### config.mk
export PLATFORM = sky130hd
export DESIGN_NAME = hazard_ctrl_flat
export DESIGN_NICKNAME = d
export VERILOG_FILES = /design/src/rtl/hazard_ctrl_if.sv /design/src/rtl/hazard_ctrl.sv /design/src/flat_wrapper.sv
export SDC_FILE = /design/constraint.sdc
export NUM_CORES = 1
export LEC_CHECK = 0
export ABC_AREA = 0
export CAP_MARGIN = 5
export CORE_MARGIN = 8
export CORE_UTILIZATION = 43
export CTS_CLUSTER_DIAMETER = 60
export DETAILED_ROUTE_END_ITERATION = 12
export GPL_TIMING_DRIVEN = 1
export PLACE_DENSITY = 0.75
export SLEW_MARGIN = 10
export SYNTH_ARGS = -nofsm -noshare
export SYNTH_HDL_FRONTEND = slang
export SYNTH_SLANG_ARGS = --single-unit
### constraint.sdc
create_clock -name clk -period 2 [get_ports clk]
set_clock_uncertainty 0.1 [all_clocks]
set_input_delay 0.2 -clock clk [delete_from_list [all_inputs] [get_ports clk]]
set_output_delay 0.2 -clock clk [all_outputs]
set_load 0.02 [all_outputs]
### src/rtl/hazard_ctrl_if.sv
// ---------------------------------------------------------------------------
// hazard_ctrl_if
// Bundles the pipeline-side signals of the hazard/flush controller.
//   Hazard inputs  : IFID_opcode, IFID_rs1, IFID_rs2, IDEX_MemRead, IDEX_rd,
//                    EX_Redirect, mem_busy
//   Enable outputs : PCWrite, IFID_Write, IFID_Flush, Control_Flush,
//                    IDEX_Write, EXMEM_Write, MEMWB_Bubble, PCRedirect
// The master modport is the pipeline datapath, which supplies hazard
// information and obeys the enables. The slave modport is the controller.
// ---------------------------------------------------------------------------
interface hazard_ctrl_if;
    logic [6:0] IFID_opcode;
    logic [4:0] IFID_rs1;
    logic [4:0] IFID_rs2;
    logic       IDEX_MemRead;
    logic [4:0] IDEX_rd;
    logic       EX_Redirect;
    logic       mem_busy;

    logic       PCWrite;
    logic       IFID_Write;
    logic       IFID_Flush;
    logic       Control_Flush;
    logic       IDEX_Write;
    logic       EXMEM_Write;
    logic       MEMWB_Bubble;
    logic       PCRedirect;

    modport master (
        output IFID_opcode, IFID_rs1, IFID_rs2, IDEX_MemRead, IDEX_rd,
               EX_Redirect, mem_busy,
        input  PCWrite, IFID_Write, IFID_Flush, Control_Flush,
               IDEX_Write, EXMEM_Write, MEMWB_Bubble, PCRedirect
    );

    modport slave (
        input  IFID_opcode, IFID_rs1, IFID_rs2, IDEX_MemRead, IDEX_rd,
               EX_Redirect, mem_busy,
        output PCWrite, IFID_Write, IFID_Flush, Control_Flush,
               IDEX_Write, EXMEM_Write, MEMWB_Bubble, PCRedirect
    );
endinterface

### src/rtl/hazard_ctrl.sv
// ---------------------------------------------------------------------------
// hazard_ctrl
// Pipeline hazard and flush controller for the five-stage RISC-V core.
// Each cycle it decides whether the PC and the pipeline registers advance,
// hold or are bubbled. It handles load-use hazards, EX-stage redirects
// followed by an IMEM refill window, and data-memory wait states.
//   clk          : core clock, all state updates on the rising edge
//   rst          : synchronous active-high reset
//   bus          : hazard inputs and register enables (slave side)
//   stall_cycles : number of non-reset cycles with PCWrite low
//   flush_events : number of accepted redirects
// IMEM_LAT (0..7) is the number of extra cycles IF/ID stays flushed after a
// redirect, which covers the read latency of the synchronous IMEM.
// ---------------------------------------------------------------------------
module hazard_ctrl #(
    parameter int IMEM_LAT = 1
) (
    input  logic        clk,
    input  logic        rst,
    hazard_ctrl_if.slave bus,
    output logic [31:0] stall_cycles,
    output logic [31:0] flush_events
);

    typedef enum logic {RUN, REFILL} state_t;

    state_t     state;
    state_t     state_next;
    logic [2:0] rcnt;
    logic [2:0] rcnt_next;

    logic uses_rs1;
    logic uses_rs2;
    logic load_use;

    logic pc_write;
    logic ifid_write;
    logic ifid_flush;
    logic control_flush;
    logic idex_write;
    logic exmem_write;
    logic memwb_bubble;
    logic pc_redirect;

    // Opcodes that actually read rs1/rs2. For the others the register
    // fields hold immediate bits, so a match must not cause a stall.
    always_comb begin
        uses_rs1 = 1'b0;
        uses_rs2 = 1'b0;
        case (bus.IFID_opcode)
            7'b0110011: begin uses_rs1 = 1'b1; uses_rs2 = 1'b1; end
            7'b0100011: begin uses_rs1 = 1'b1; uses_rs2 = 1'b1; end
            7'b1100011: begin uses_rs1 = 1'b1; uses_rs2 = 1'b1; end
            7'b0000011: uses_rs1 = 1'b1;
            7'b0010011: uses_rs1 = 1'b1;
            7'b1100111: uses_rs1 = 1'b1;
            default: begin uses_rs1 = 1'b0; uses_rs2 = 1'b0; end
        endcase
    end

    assign load_use = bus.IDEX_MemRead && (bus.IDEX_rd != 5'd0) &&
                      ((uses_rs1 && (bus.IDEX_rd == bus.IFID_rs1)) ||
                       (uses_rs2 && (bus.IDEX_rd == bus.IFID_rs2)));

    // Output enables and next FSM state, in priority order.
    // While memory is busy the whole pipe is frozen, so a redirect coming
    // from EX stays asserted and is taken once the wait ends.
    always_comb begin
        pc_write      = 1'b1;
        ifid_write    = 1'b1;
        ifid_flush    = 1'b0;
        control_flush = 1'b0;
        idex_write    = 1'b1;
        exmem_write   = 1'b1;
        memwb_bubble  = 1'b0;
        pc_redirect   = 1'b0;
        state_next    = state;
        rcnt_next     = rcnt;

        if (rst) begin
            pc_write      = 1'b0;
            ifid_write    = 1'b0;
            ifid_flush    = 1'b1;
            control_flush = 1'b1;
            memwb_bubble  = 1'b1;
            state_next    = RUN;
            rcnt_next     = 3'd0;
        end else if (bus.mem_busy) begin
            pc_write      = 1'b0;
            ifid_write    = 1'b0;
            idex_write    = 1'b0;
            exmem_write   = 1'b0;
            memwb_bubble  = 1'b1;
        end else if (bus.EX_Redirect) begin
            pc_redirect   = 1'b1;
            ifid_flush    = 1'b1;
            control_flush = 1'b1;
            rcnt_next     = 3'(IMEM_LAT);
            state_next    = (IMEM_LAT > 0) ? REFILL : RUN;
        end else if (state == REFILL) begin
            ifid_flush    = 1'b1;
            control_flush = 1'b1;
            rcnt_next     = rcnt - 3'd1;
            if (rcnt == 3'd1) begin
                state_next = RUN;
            end
        end else if (load_use) begin
            pc_write      = 1'b0;
            ifid_write    = 1'b0;
            control_flush = 1'b1;
        end
    end

    // FSM state plus the performance counters. The counters record each
    // event on the edge that closes the cycle in which it happened.
    always_ff @(posedge clk) begin
        if (rst) begin
            state        <= RUN;
            rcnt         <= 3'd0;
            stall_cycles <= 32'd0;
            flush_events <= 32'd0;
        end else begin
            state <= state_next;
            rcnt  <= rcnt_next;
            if (!pc_write) begin
                stall_cycles <= stall_cycles + 32'd1;
            end
            if (pc_redirect) begin
                flush_events <= flush_events + 32'd1;
            end
        end
    end

    assign bus.PCWrite       = pc_write;
    assign bus.IFID_Write    = ifid_write;
    assign bus.IFID_Flush    = ifid_flush;
    assign bus.Control_Flush = control_flush;
    assign bus.IDEX_Write    = idex_write;
    assign bus.EXMEM_Write   = exmem_write;
    assign bus.MEMWB_Bubble  = memwb_bubble;
    assign bus.PCRedirect    = pc_redirect;

endmodule

### src/flat_wrapper.sv
// flat-port wrapper written by rule: the top's interface ports become plain ports
module hazard_ctrl_flat 
#(
    parameter int IMEM_LAT = 1
)
  (clk, rst, stall_cycles, flush_events, bus_IFID_opcode, bus_IFID_rs1, bus_IFID_rs2, bus_IDEX_MemRead, bus_IDEX_rd, bus_EX_Redirect, bus_mem_busy, bus_PCWrite, bus_IFID_Write, bus_IFID_Flush, bus_Control_Flush, bus_IDEX_Write, bus_EXMEM_Write, bus_MEMWB_Bubble, bus_PCRedirect);
  hazard_ctrl_if bus_i ();
  input  logic clk;
  input  logic rst;
  output logic [31:0] stall_cycles;
  output logic [31:0] flush_events;
  input wire logic [$bits(bus_i.IFID_opcode)-1:0] bus_IFID_opcode;
  input wire logic [$bits(bus_i.IFID_rs1)-1:0] bus_IFID_rs1;
  input wire logic [$bits(bus_i.IFID_rs2)-1:0] bus_IFID_rs2;
  input wire logic [$bits(bus_i.IDEX_MemRead)-1:0] bus_IDEX_MemRead;
  input wire logic [$bits(bus_i.IDEX_rd)-1:0] bus_IDEX_rd;
  input wire logic [$bits(bus_i.EX_Redirect)-1:0] bus_EX_Redirect;
  input wire logic [$bits(bus_i.mem_busy)-1:0] bus_mem_busy;
  output wire logic [$bits(bus_i.PCWrite)-1:0] bus_PCWrite;
  output wire logic [$bits(bus_i.IFID_Write)-1:0] bus_IFID_Write;
  output wire logic [$bits(bus_i.IFID_Flush)-1:0] bus_IFID_Flush;
  output wire logic [$bits(bus_i.Control_Flush)-1:0] bus_Control_Flush;
  output wire logic [$bits(bus_i.IDEX_Write)-1:0] bus_IDEX_Write;
  output wire logic [$bits(bus_i.EXMEM_Write)-1:0] bus_EXMEM_Write;
  output wire logic [$bits(bus_i.MEMWB_Bubble)-1:0] bus_MEMWB_Bubble;
  output wire logic [$bits(bus_i.PCRedirect)-1:0] bus_PCRedirect;
  assign bus_i.IFID_opcode = bus_IFID_opcode;
  assign bus_i.IFID_rs1 = bus_IFID_rs1;
  assign bus_i.IFID_rs2 = bus_IFID_rs2;
  assign bus_i.IDEX_MemRead = bus_IDEX_MemRead;
  assign bus_i.IDEX_rd = bus_IDEX_rd;
  assign bus_i.EX_Redirect = bus_EX_Redirect;
  assign bus_i.mem_busy = bus_mem_busy;
  assign bus_PCWrite = bus_i.PCWrite;
  assign bus_IFID_Write = bus_i.IFID_Write;
  assign bus_IFID_Flush = bus_i.IFID_Flush;
  assign bus_Control_Flush = bus_i.Control_Flush;
  assign bus_IDEX_Write = bus_i.IDEX_Write;
  assign bus_EXMEM_Write = bus_i.EXMEM_Write;
  assign bus_MEMWB_Bubble = bus_i.MEMWB_Bubble;
  assign bus_PCRedirect = bus_i.PCRedirect;
  hazard_ctrl #(.IMEM_LAT(IMEM_LAT)) u_core (.clk(clk), .rst(rst), .bus(bus_i), .stall_cycles(stall_cycles), .flush_events(flush_events));
endmodule
Yosys cells after proc, flatten, opt, wreduce, memory -nomap -nowiden
Cells that the tools add are included.
{ "word_totals": {"register_bits": 68, "latchBits": 0, "ram_bits": 0, "romBits": 0, "input_bits": 27, "output_inout_bits": 72, "wordCells": 55, "n_memories": 0} }
{ "classes": {"addsub": 3, "mul": 0, "n_div": 0, "magnitude_cmp": 0, "eq_ne": 9, "shift": 0, "mux": 28, "bitwise_logic": 1, "reduce_logical": 10} }
{ "op_table": {"columns": ["op", "count"], "rows": [
  ["32-bit by 1-bit adder with 32-bit output, second input constant", 2],
  ["1-bit 2-to-1 mux", 26],
  ["7-bit by 6-bit equality test with 1-bit output, second input constant", 2],
  ["7-bit equality test, second input constant", 2],
  ["5-bit equality test", 2],
  ["7-bit by 2-bit equality test with 1-bit output, second input constant", 1],
  ["7-bit by 5-bit equality test with 1-bit output, second input constant", 1],
  ["3-bit 2-to-1 mux", 2],
  ["6-bit OR reduction", 1],
  ["5-bit nonzero test", 1],
  ["1-bit logical AND", 4],
  ["3-bit by 1-bit equality test with 1-bit output, second input constant", 1],
  ["3-bit OR reduction", 1],
  ["3-bit by 1-bit subtractor with 3-bit output, second input constant", 1],
  ["2-bit AND reduction", 1],
  ["2-bit nonzero test", 1],
  ["1-bit logical OR", 1],
  ["1-bit inverter", 1]
]} }

Depth between registers and ports, before layout
{ "depth": {"ltp_word": 11, "ltp_mapped": 8, "depth_no_buf": 6} }

Worst setup path before layout
No wires, ideal clock.
{ "synth_path": {"kind": "reg-to-reg", "start": "register u_core.stall_cycles[3]", "end": "register u_core.stall_cycles[31]", "setup_time_ns": 0.070, "arrival_ns": 1.984, "required_ns": 1.830, "slack_ns": -0.154, "stages_incl_launch_ff": 7, "path_buffers": 0, "synth_period_minus_slack_ns": 2.154, "path_cell_list": "dfxtp_1 and4_4 nand4_4 nor4_4 nand4_1 or4_1 a21oi_1"} }
{ "synth_between": {"elab_chain_cells": 1} }
{ "synth_rtl": {"columns": ["element", "line", "rtl"], "rows": [
  ["start: declaration", "hazard_ctrl.sv:21", "output logic [31:0] stall_cycles,"],
  ["start signal: assignment", "hazard_ctrl.sv:126", "stall_cycles <= stall_cycles + 32'd1;"],
  ["32-bit by 1-bit adder with 32-bit output", "hazard_ctrl.sv:126", null]
]} }
Every way passes these cells.
A chain may end at the register's enable or synchronous reset.

Worst setup path after layout
{ "layout_path": {"start": "register u_core.stall_cycles[6]", "end": "register u_core.stall_cycles[20]"} }
The elaborated chain is that of the path after synthesis.

==> impl_metrics.xml <==
<?xml version="1.0" encoding="UTF-8"?>
<metrics>
  <group name="die">
    <metric name="floorplan.initialDensity" unit="">0.4458</metric>
    <metric name="floorplan.die.width" unit="um">105.5</metric>
    <metric name="core.rowCount" unit="">32</metric>
    <metric name="die-area" unit="sq um">11130</metric>
    <metric name="coreArea" unit="sq um">7727</metric>
    <metric name="fp.dieH" unit="um">105.5</metric>
    <metric name="number_of_primary_i_o_pins" unit="">99</metric>
  </group>
  <group name="cts">
    <metric name="cts_hold_repair.buffers" unit="">0</metric>
    <metric name="cts-buffers-inserted" unit="">9</metric>
    <metric name="cts.sinks" unit="">68</metric>
    <metric name="clk_root_buffer_cell" unit="">sky130_fd_sc_hd__clkbuf_8</metric>
    <metric name="clock_tree_from_tritoncts" unit="">yes</metric>
    <metric name="clk_latency" unit="ps">350</metric>
    <metric name="cts.reportedPaths.clkPinSlew" unit="ps">80</metric>
    <metric name="clk_path_buf_depth" unit="">2</metric>
    <metric name="cts.htree.levels" unit="">3</metric>
  </group>
  <group name="drt">
    <metric name="drt_pass1_iterations" unit="">4</metric>
    <metric name="route.vias.total" unit="">3811</metric>
    <metric name="antenna_left" unit="">0</metric>
    <metric name="drc_errors" unit="">0</metric>
    <metric name="wl" unit="um">11270</metric>
    <metric name="via_per_inst" unit="">5.483</metric>
    <metric name="wire_per_inst" unit="um">16.21</metric>
    <metric name="drt_iter0_markers" unit="">200</metric>
  </group>
  <group name="place">
    <metric name="port-buffer-count" unit="">98</metric>
    <metric name="place_worst_setup_slack" unit="ps">-504.0</metric>
    <metric name="gp_congestion" unit="">0.7988</metric>
    <metric name="place_hpwl" unit="um">7707</metric>
    <metric name="postPlaceCellArea" unit="sq um">5057</metric>
  </group>
  <group name="worst_setup_path">
    <metric name="worst-setup-path-type" unit="">reg -&gt; reg</metric>
    <metric name="critical_register_to_register_path_endpoint" unit="">u_core.stall_cycles[20]$_SDFFE_PP0N_</metric>
    <metric name="worst_setup_end_kind" unit="">flip-flop</metric>
    <metric name="critical-path-max-stage-delay" unit="ps">450</metric>
    <metric name="crit_chain" unit="">and4_4, buf_4, buf_4, and3_1, nand3_2, nor2_2, or4b_1, a21oi_1</metric>
    <metric name="r2r_setup_slack" unit="ps">4</metric>
    <metric name="cp_data_required_time" unit="ps">2180</metric>
    <metric name="critPathBufInv" unit="">2</metric>
    <metric name="timing.reg2reg.worst_path_depth" unit="">8</metric>
    <metric name="crit_slowest_cell" unit="">sky130_fd_sc_hd__or4b_1</metric>
    <metric name="critical_path_arrival" unit="ps">2180</metric>
    <metric name="timing.critical_path.max_delay_family" unit="">simple AND/OR/NAND/NOR gates</metric>
    <metric name="r2r_start" unit="">u_core.stall_cycles[6]$_SDFFE_PP0N_</metric>
    <metric name="cpMostUsedCell" unit="">sky130_fd_sc_hd__buf_4</metric>
    <metric name="worst-path-max-fanout" unit="">3</metric>
    <metric name="worstSetupStartpointType" unit="">flip-flop</metric>
  </group>
  <group name="min_path">
    <metric name="hold_start" unit="">rst</metric>
    <metric name="min-delay-path-class" unit="">in -&gt; reg</metric>
    <metric name="min_path_cells" unit="">4</metric>
    <metric name="whs_endpoint" unit="">u_core.flush_events[1]$_SDFFE_PP0P_</metric>
  </group>
  <group name="layout">
    <metric name="fillerInstances" unit="">580</metric>
    <metric name="antenna-diode-count" unit="">0</metric>
    <metric name="fin_area" unit="sq um">5530</metric>
    <metric name="nets" unit="">619</metric>
    <metric name="drive_above_1_share" unit="">0.2766</metric>
    <metric name="flow.area_growth_from_synthesis" unit="%">60.55</metric>
  </group>
  <group name="grt">
    <metric name="antenna_found_initial" unit="">0</metric>
    <metric name="vias_in_the_first_global_route" unit="">3865</metric>
    <metric name="grt_util_all_layers" unit="">0.1968</metric>
    <metric name="grt_start_max_net_pins" unit="">57</metric>
    <metric name="grt_first_pass_wirelength" unit="um">18290</metric>
    <metric name="overflow" unit="">0</metric>
  </group>
  <group name="synth">
    <metric name="post_synthesis_async_set_or_reset_flop_share" unit="">0</metric>
    <metric name="synth.most_common_cell" unit="">sky130_fd_sc_hd__dfxtp_1</metric>
    <metric name="netlist-cell-type-count" unit="">46</metric>
    <metric name="yosysWarnings" unit="">0</metric>
    <metric name="synth_largest_area_cell" unit="">sky130_fd_sc_hd__dfxtp_1</metric>
    <metric name="synth.cells.most_frequent" unit="">sky130_fd_sc_hd__dfxtp_1 (68), sky130_fd_sc_hd__nor2_1 (44), sky130_fd_sc_hd__a21oi_1 (37)</metric>
    <metric name="synthesis.area" unit="sq um">3445</metric>
    <metric name="synth.net_count" unit="">446</metric>
    <metric name="ys_seq_elements" unit="">68</metric>
    <metric name="primary_ff_master_synth" unit="">sky130_fd_sc_hd__dfxtp_1</metric>
    <metric name="synth_sequential_area_ratio" unit="">0.3952</metric>
    <metric name="post_synth_inst_count" unit="">415</metric>
    <metric name="post_synth_main_area_contributors" unit="">sky130_fd_sc_hd__dfxtp_1 (40%), sky130_fd_sc_hd__xnor2_1 (6.6%), sky130_fd_sc_hd__a21oi_1 (5.4%), sky130_fd_sc_hd__nor2_1 (4.8%), sky130_fd_sc_hd__xor2_1 (3.6%)</metric>
    <metric name="synth-edff-count" unit="">0</metric>
    <metric name="synth.avg_cell_area" unit="sq um">8.300</metric>
    <metric name="synth_top_cell_area_share" unit="">0.3952</metric>
  </group>
  <group name="sta">
    <metric name="fin_worst_hold_slack" unit="ps">149.6</metric>
    <metric name="final_hold_viol_count" unit="">0</metric>
    <metric name="post-route-period-util" unit="">0.9982</metric>
    <metric name="final_critical_path_setup_slack" unit="ps">3.529</metric>
    <metric name="setup-violations-final" unit="">0</metric>
    <metric name="final-max-slew-violation-count" unit="">0</metric>
    <metric name="maxClockFrequency" unit="MHz">500.9</metric>
    <metric name="worst_pin_slew" unit="ps">620.8</metric>
    <metric name="slew_headroom" unit="">0.5861</metric>
    <metric name="final.min_clock_period" unit="ps">1996</metric>
    <metric name="rsz0062_at_grt" unit="">yes</metric>
  </group>
  <group name="power_and_ir_drop">
    <metric name="power_density" unit="nW/um^2">519.6</metric>
    <metric name="irDropWorstVdd" unit="mV">0.3527</metric>
    <metric name="leakage" unit="uW">0.001979</metric>
    <metric name="finalPower" unit="uW">2874</metric>
  </group>
  <group name="run">
    <metric name="drv.max_cap_violation_count" unit="">0</metric>
  </group>
  <group name="status">
    <metric name="run_status" unit="">finished clean</metric>
  </group>
</metrics>
-- sequential cells by signal, summed over array words and instances, names as in the netlist --
| name | count |
|---|---|
| u_core.stall_cycles | 32 |
| u_core.state | 1 |
| u_core.rcnt | 3 |
| u_core.flush_events | 32 |
-- cell usage in the layout, fill, tap and decap left out, types with 5 or more instances in the layout --
| master | n |
|---|---|
| sky130_fd_sc_hd__clkbuf_2 | 6 |
| sky130_fd_sc_hd__buf_4 | 77 |
| sky130_fd_sc_hd__or4_1 | 8 |
| sky130_fd_sc_hd__nand4_1 | 18 |
| sky130_fd_sc_hd__nor3_1 | 9 |
| sky130_fd_sc_hd__a21oi_1 | 33 |
| sky130_fd_sc_hd__clkbuf_8 | 10 |
| sky130_fd_sc_hd__o31ai_1 | 7 |
| sky130_fd_sc_hd__clkdlybuf4s50_1 | 71 |
| sky130_fd_sc_hd__and3_1 | 6 |
| sky130_fd_sc_hd__xor2_1 | 14 |
| sky130_fd_sc_hd__nor2_1 | 41 |
| sky130_fd_sc_hd__nand2_1 | 24 |
| sky130_fd_sc_hd__inv_1 | 10 |
| sky130_fd_sc_hd__o21ai_0 | 22 |
| sky130_fd_sc_hd__dlygate4sd2_1 | 12 |
| sky130_fd_sc_hd__nand3_1 | 18 |
| sky130_fd_sc_hd__clkdlybuf4s15_1 | 5 |
| sky130_fd_sc_hd__dfxtp_1 | 51 |
| sky130_fd_sc_hd__xnor2_1 | 26 |
| sky130_fd_sc_hd__and2_1 | 6 |
| sky130_fd_sc_hd__or3_1 | 19 |
| sky130_fd_sc_hd__dfxtp_2 | 13 |
-- final cells by class --
| type | count | area, sq um | share of cell area |
|---|---|---|---|
| Multi-Input combinational cell | 316 | 2138 | 0.3867 |
| Sequential cell | 68 | 1393 | 0.2518 |
| Timing Repair Buffer | 182 | 1619 | 0.2928 |
| Clock buffer | 12 | 166.4 | 0.03009 |
| Clock inverter | 4 | 45.04 | 0.008145 |
| Inverter | 11 | 41.29 | 0.007466 |
| Tap cell | 102 | 127.6 | 0.02308 |
-- worst max path at each step --
stage                                           endpoint                           startpoint  depth (start not counted)
floorplan           u_core.stall_cycles[31]$_SDFFE_PP0N_  u_core.stall_cycles[8]$_SDFFE_PP0N_                          6
global placement     u_core.stall_cycles[5]$_SDFFE_PP0N_                       bus_IDEX_rd[2]                          8
detailed placement  u_core.stall_cycles[22]$_SDFFE_PP0N_                       bus_IDEX_rd[4]                          8
CTS                 u_core.stall_cycles[29]$_SDFFE_PP0N_  u_core.stall_cycles[6]$_SDFFE_PP0N_                          7
global route        u_core.stall_cycles[29]$_SDFFE_PP0N_  u_core.stall_cycles[6]$_SDFFE_PP0N_                          6
finish              u_core.stall_cycles[20]$_SDFFE_PP0N_  u_core.stall_cycles[6]$_SDFFE_PP0N_                          8
-- worst reg2reg max path, delay by kind of cell (launching register included) --
family,cells,cell delay [ps]
AO/OA/AOI/OAI,1,150
buffers and inverters,2,210
flip-flops,1,350
AND/OR/NAND/NOR,5,1130
-- per-layer routing --
metal  part of all wire  wire [um]  vias to the layer above  track usage
met5                  0          0                        -            0
met4              0.022        249                        0      0.09045
met3              0.062        702                       21      0.05725
met2               0.50       5664                      133       0.3507
met1               0.41       4653                     1809       0.2103
li1                   -          -                     1848            -
-- power by group --
part	switching (uW)	internal [uW]	total (uW)	leakage, uW
registers	11.3	1360	1370	0.000558
logic	153	145	299	0.00131
clock network	523	680	1200	0.000111
total	688	2190	2870	0.00198
-- logic make-up (layout without fill, tap and decap cells) --
logic type	after synthesis	in the layout	share of synthesized area
AO/OA/AOI/OAI	81	81	0.1373
XOR/XNOR	40	40	0.1017
adder cells (fa/ha/maj)	4	4	0.01453
buffers and inverters	31	209	0.03668
flip-flops	68	68	0.3952
AND/OR/NAND/NOR	191	191	0.3146
-- through the flow --
step | TNS (ps) | cells | utilization
after global routing | -534.5 | 695 | 0.7157
final | 0 | 695 | 0.7157
after detailed placement | -17870 | 666 | 0.6545
after floorplan | -41.03 | 415 | -
after CTS | -0.6499 | 693 | 0.7087
after global placement | -14650 | 666 | 0.6545
-- timing repair --
| action | in CTS | in global routing |
|---|---|---|
| buffers inserted | 8 | 4 |
| gates resized for setup | 52 | 39 |
| endpoints found under the setup margin | 27 | 25 |
| gates cloned | 3 | 0 |
| pin swaps | 30 | 17 |
No activity file was read; power rests on OpenSTA's default activity.
